### src/rtl/addsub_pkg.sv
// rtl/addsub_pkg.sv - shared constants and state encoding for the bit-serial adder/subtractor
package addsub_pkg;

    localparam int DEFAULT_WIDTH = 8;

    typedef enum logic [1:0] {
        IDLE = 2'd0,
        RUN  = 2'd1,
        DONE = 2'd2
    } state_e;

endpackage

### src/rtl/fa_cell.sv
// rtl/fa_cell.sv - single-bit full adder cell reused every serial step
module fa_cell (
    input  logic a,
    input  logic b,
    input  logic ci,
    output logic s,
    output logic co
);

    // Sum and carry of one bit position
    assign s  = a ^ b ^ ci;
    assign co = (a & b) | (ci & (a ^ b));

endmodule

### src/rtl/serial_addsub.sv
// rtl/serial_addsub.sv - bit-serial add/subtract with start/busy/done handshake and flags
module serial_addsub
    import addsub_pkg::*;
#(
    parameter int WIDTH = DEFAULT_WIDTH
) (
    input  logic             clock,
    input  logic             reset,
    input  logic             start,
    input  logic             sub,
    input  logic [WIDTH-1:0] a,
    input  logic [WIDTH-1:0] b,
    input  logic             cin,
    output logic             busy,
    output logic             done,
    output logic [WIDTH-1:0] s,
    output logic             cout,
    output logic             ovf
);

    // Counter only has to reach WIDTH-1, so ceil(log2(WIDTH)) bits suffice
    localparam int CNT_W = (WIDTH > 1) ? $clog2(WIDTH) : 1;
    localparam logic [CNT_W-1:0] CNT_LAST = CNT_W'(WIDTH - 1);
    localparam logic [CNT_W-1:0] CNT_PRE  = CNT_W'(WIDTH - 2);

    state_e           state_q, state_d;
    logic [WIDTH-1:0] op_a_q, op_a_d;
    logic [WIDTH-1:0] op_b_q, op_b_d;
    logic [WIDTH-1:0] part_q, part_d;
    logic [CNT_W-1:0] cnt_q, cnt_d;
    logic             carry_q, carry_d;
    logic             cmsb_q, cmsb_d;
    logic [WIDTH-1:0] s_q, s_d;
    logic             cout_q, cout_d;
    logic             ovf_q, ovf_d;

    logic fa_s;
    logic fa_co;

    fa_cell u_fa (
        .a  (op_a_q[0]),
        .b  (op_b_q[0]),
        .ci (carry_q),
        .s  (fa_s),
        .co (fa_co)
    );

    // State and datapath registers; reset clears everything including results
    always_ff @(posedge clock) begin
        if (reset) begin
            state_q <= IDLE;
            op_a_q  <= '0;
            op_b_q  <= '0;
            part_q  <= '0;
            cnt_q   <= '0;
            carry_q <= 1'b0;
            cmsb_q  <= 1'b0;
            s_q     <= '0;
            cout_q  <= 1'b0;
            ovf_q   <= 1'b0;
        end else begin
            state_q <= state_d;
            op_a_q  <= op_a_d;
            op_b_q  <= op_b_d;
            part_q  <= part_d;
            cnt_q   <= cnt_d;
            carry_q <= carry_d;
            cmsb_q  <= cmsb_d;
            s_q     <= s_d;
            cout_q  <= cout_d;
            ovf_q   <= ovf_d;
        end
    end

    // Sequencing: accept in IDLE/DONE, one bit per cycle in RUN, publish on the MSB step
    always_comb begin
        state_d = state_q;
        op_a_d  = op_a_q;
        op_b_d  = op_b_q;
        part_d  = part_q;
        cnt_d   = cnt_q;
        carry_d = carry_q;
        cmsb_d  = cmsb_q;
        s_d     = s_q;
        cout_d  = cout_q;
        ovf_d   = ovf_q;

        case (state_q)
            IDLE, DONE: begin
                if (start) begin
                    // Subtraction is A + ~B + 1, so the incoming cin is ignored
                    op_a_d  = a;
                    op_b_d  = sub ? ~b : b;
                    carry_d = sub ? 1'b1 : cin;
                    cnt_d   = '0;
                    state_d = RUN;
                end else begin
                    state_d = IDLE;
                end
            end
            RUN: begin
                part_d  = {fa_s, part_q[WIDTH-1:1]};
                op_a_d  = op_a_q >> 1;
                op_b_d  = op_b_q >> 1;
                carry_d = fa_co;
                cnt_d   = cnt_q + CNT_W'(1);
                if (cnt_q == CNT_PRE) begin
                    cmsb_d = fa_co;
                end
                if (cnt_q == CNT_LAST) begin
                    s_d     = {fa_s, part_q[WIDTH-1:1]};
                    cout_d  = fa_co;
                    ovf_d   = cmsb_q ^ fa_co;
                    cnt_d   = '0;
                    state_d = DONE;
                end
            end
            default: begin
                state_d = IDLE;
            end
        endcase
    end

    assign busy = (state_q == RUN);
    assign done = (state_q == DONE);
    assign s    = s_q;
    assign cout = cout_q;
    assign ovf  = ovf_q;

endmodule

### config.mk
export PLATFORM = sky130hd
export DESIGN_NAME = serial_addsub
export DESIGN_NICKNAME = d
export VERILOG_FILES = /design/src/rtl/addsub_pkg.sv /design/src/rtl/fa_cell.sv /design/src/rtl/serial_addsub.sv
export SDC_FILE = /design/constraint.sdc
export NUM_CORES = 1
export LEC_CHECK = 0
export ABC_AREA = 1
export CAP_MARGIN = 10
export CORE_MARGIN = 1
export CORE_UTILIZATION = 46
export DETAILED_ROUTE_END_ITERATION = 10
export PLACE_DENSITY_LB_ADDON = 0.3
export SYNTH_ARGS = -nofsm -noshare
export SYNTH_HDL_FRONTEND = slang
export SYNTH_SLANG_ARGS = --single-unit
### constraint.sdc
create_clock -name clock -period 1.3 [get_ports clock]
set_clock_uncertainty 0.15 [all_clocks]
set_input_delay 0.26 -clock clock [delete_from_list [all_inputs] [get_ports clock]]
set_output_delay 0.26 -clock clock [all_outputs]
set_load 0.02 [all_outputs]
==> impl_metrics.env <==
export IMPL_syn_nets=282
export IMPL_cp_top_family="flip-flops"
export IMPL_core_area_sq_um=3720
export IMPL_io_pins=33
export IMPL_critPathMaxFanout=8
export IMPL_grt_start_max_net_pins=25
export IMPL_worst_ep_required_time_ns=1.35
export IMPL_ys_warn_count=0
export IMPL_hold_path_class="flip-flop to flip-flop"
export IMPL_nNetsFinal=332
export IMPL_critical_path_class="flip-flop to flip-flop"
export IMPL_relSlewSlack_pct=83.3
export IMPL_die_area_sq_um=4210
export IMPL_syn_area_sq_um=1820
export IMPL_status="finished with violations"
export IMPL_comb_power_share_pct=21.0
export IMPL_die_h_um=64.9
export IMPL_gp_congestion=0.792
export IMPL_grt_pass1_vias=1509
export IMPL_violations="negative setup slack"
export IMPL_gr_total_overflow=0
export IMPL_maxSlewViolCount=0
export IMPL_cts_tree="done"
export IMPL_finalCritPeriodShare_pct=109
export IMPL_htree_levels=2
export IMPL_max_stage_delay_ns=0.34
export IMPL_grt_setup_unrepaired="yes"
export IMPL_cp_cell_sequence="ha_4 > ha_4 > inv_4 > nor2_4 > buf_12 > buf_6 > o21ai_2 > nor2_1"
export IMPL_finalSetupViolCount=28
export IMPL_cp_arrival_ns=1.47
export IMPL_routedWlPerCell_um=12.5
export IMPL_grt_total_usage_pct=19.1
export IMPL_vdd_ir_drop_max_mv=0.668
export IMPL_worstMarginPinSlew_ns=0.250
export IMPL_final_cells=355
export IMPL_routed_wl_mm=4.43
export IMPL_syn_inst=257
export IMPL_ctsRootBufferMaster="clkbuf_8"
export IMPL_area_delta_synth_final_pct=53.0
export IMPL_ys_ff_latch=40
export IMPL_start_kind="flip-flop"
export IMPL_insertion_delay_ns=0.29
export IMPL_p_int_mw=1.92
export IMPL_n_antenna_cell=0
export IMPL_powerDensity_nw_per_um2=963
export IMPL_num_vias=1756
export IMPL_cp_common_cell="ha_4"
export IMPL_fmax_mhz=704
export IMPL_viasPerCell=4.95
export IMPL_seqPwrFrac_pct=49.9
export IMPL_drc_errors=0
export IMPL_power_leakage_nw=1.29
export IMPL_clock_sinks=40
export IMPL_dp_cells=342
export IMPL_first_pass_iters=4
export IMPL_hold_violations=0
export IMPL_drt_iter0_markers=91
export IMPL_critPathBufInv=3
export IMPL_fin_crit_ns=1.42
export IMPL_drive_gt1_share_pct=39.4
export IMPL_placementRows=22
export IMPL_switching_share_pct=28.4
export IMPL_path_clk_slew_ns=0.08
export IMPL_cp_slowest_cell="dfxtp_2"
export IMPL_yosysUniqueCellTypes=22
export IMPL_grt_first_pass_wirelength_mm=6.14
export IMPL_start_util_pct=49.0
export IMPL_switchingPower_mw=0.761
export IMPL_final_core_util_pct=74.9
export IMPL_cts_buffer_depth=2
export IMPL_yosysSeqAreaShare_pct=44.0
export IMPL_antenna_found_initial=0
export IMPL_final_common_cell="nand2_1"
export IMPL_syn_avg_cell_area_sq_um=7.08
export IMPL_cap_violations=0
export IMPL_cts_buffers=5
export IMPL_drtAntennaViolNets=0
export IMPL_crit_path_end_kind="flip-flop"
export IMPL_postLayoutSetupSlackWorst_ns=-0.120
export IMPL_place_hpwl_mm=2.52
export IMPL_io_buffers=32
export IMPL_p_clk_share_pct=29.0
export IMPL_die_w_um=64.9
export IMPL_mostFrequentLayoutCells="nand2_1, dfxtp_1, inv_1"
-- final cells by class --
type	count	area, sq um
Sequential cell	40	813
Multi-Input combinational cell	172	1140
Timing Repair inverter	1	6.26
Fill cell	270	933
Clock buffer	5	68.8
Clock inverter	2	12.5
Inverter	35	154
Timing Repair Buffer	52	529
Tap cell	48	60.1
-- worst min-delay path, cell delays in order, from the launching register on --
cell,delay (ns)
dfxtp_1,0.32
nand3_2,0.06
o21ai_1,0.05
-- cells by family (layout without fill, tap and decap cells) --
logic type	Yosys count	count (layout)	share of synthesized area, %
AO/OA/AOI/OAI	32	32	9.08
XOR/XNOR	2	2	0.963
adder cells (fa/ha/maj)	4	4	3.16
buffers and inverters	45	95	11.3
flip-flops	40	40	44.0
AND/OR/NAND/NOR	134	134	31.4
-- through the flow --
stage / hold slack (ns) / power [mW] / worst slack [ns] / TNS [ns] / instance area [sq um]
floorplan: 0.257 / 1.61 / 0.0175 / 0 / 1820
global placement: 0.299 / 1.75 / -0.307 / -7.32 / 2260
detailed placement: 0.309 / 1.76 / -0.334 / -8.06 / 2260
CTS: 0.318 / 2.54 / -0.0917 / -1.11 / 2360
global route: 0.340 / 2.80 / -0.175 / -2.78 / 2780
finish: 0.316 / 2.68 / -0.120 / -1.38 / 2780
-- power groups by stage --
stage / Combinational [mW] / Clock (mW) / Sequential (mW)
finish: 0.564 / 0.779 / 1.34
global route: 0.611 / 0.844 / 1.34
CTS: 0.417 / 0.796 / 1.33
detailed placement: 0.401 / 0 / 1.36
global placement: 0.392 / 0 / 1.36
floorplan: 0.256 / 0 / 1.35
-- sequential cells by signal (all words and copies together) (netlist names) --
register / count
ovf: 1
cmsb_q: 1
cnt_q: 3
carry_q: 1
cout: 1
state_q: 2
s: 8
op_b_q: 8
op_a_q: 8
part_q: 7
-- per-layer routing --
metal  global-route usage [%]  vias to the layer above  wire [um]
met1                     21.4                      812       1780
met4                     10.3                        0         60
met2                     33.5                       44       2400
li1                         -                      893          -
met5                        0                        -          0
met3                     3.87                        7        183
-- final timing paths --
check / start / end / slack, ns / cells after the start
hold / removal: s[2] / s[2] / 0.32 / 2
hold reg to reg: s[2] / s[2] / 0.32 / 2
setup reg to reg: cnt_q[0] / ovf / -0.12 / 8
setup / recovery: cnt_q[0] / ovf / -0.12 / 8
-- repair_timing --
item                       CTS  global route
setup endpoints to repair   47            40
pin swaps                    4            28
buffers inserted             1             3
cloned                       0             3
gates resized for setup     70            99
hold buffers                 0             0
-- synthesized netlist by cell type --
cell type  count  area share (%)
nor2_2         1            0.34
a21oi_1       15             4.1
nor2_4         2             1.2
a211oi_1       2            0.83
buf_4          1            0.41
nand2_4        2             1.2
dfxtp_1       40              44
xor2_1         2            0.96
buf_6          4             2.5
nor3_1         1            0.27
o21ai_0       15             4.1
nand2_2        1            0.34
clkbuf_1       2            0.41
inv_2          3            0.62
fa_1           1             1.1
nor2_1        28             5.8
inv_1         32             6.6
nand2_1       74              15
nand3_1       24             6.6
ha_1           3             2.1
buf_2          3            0.83
or2_2          1            0.34
Note: power is estimated with default switching activity, not from simulation.
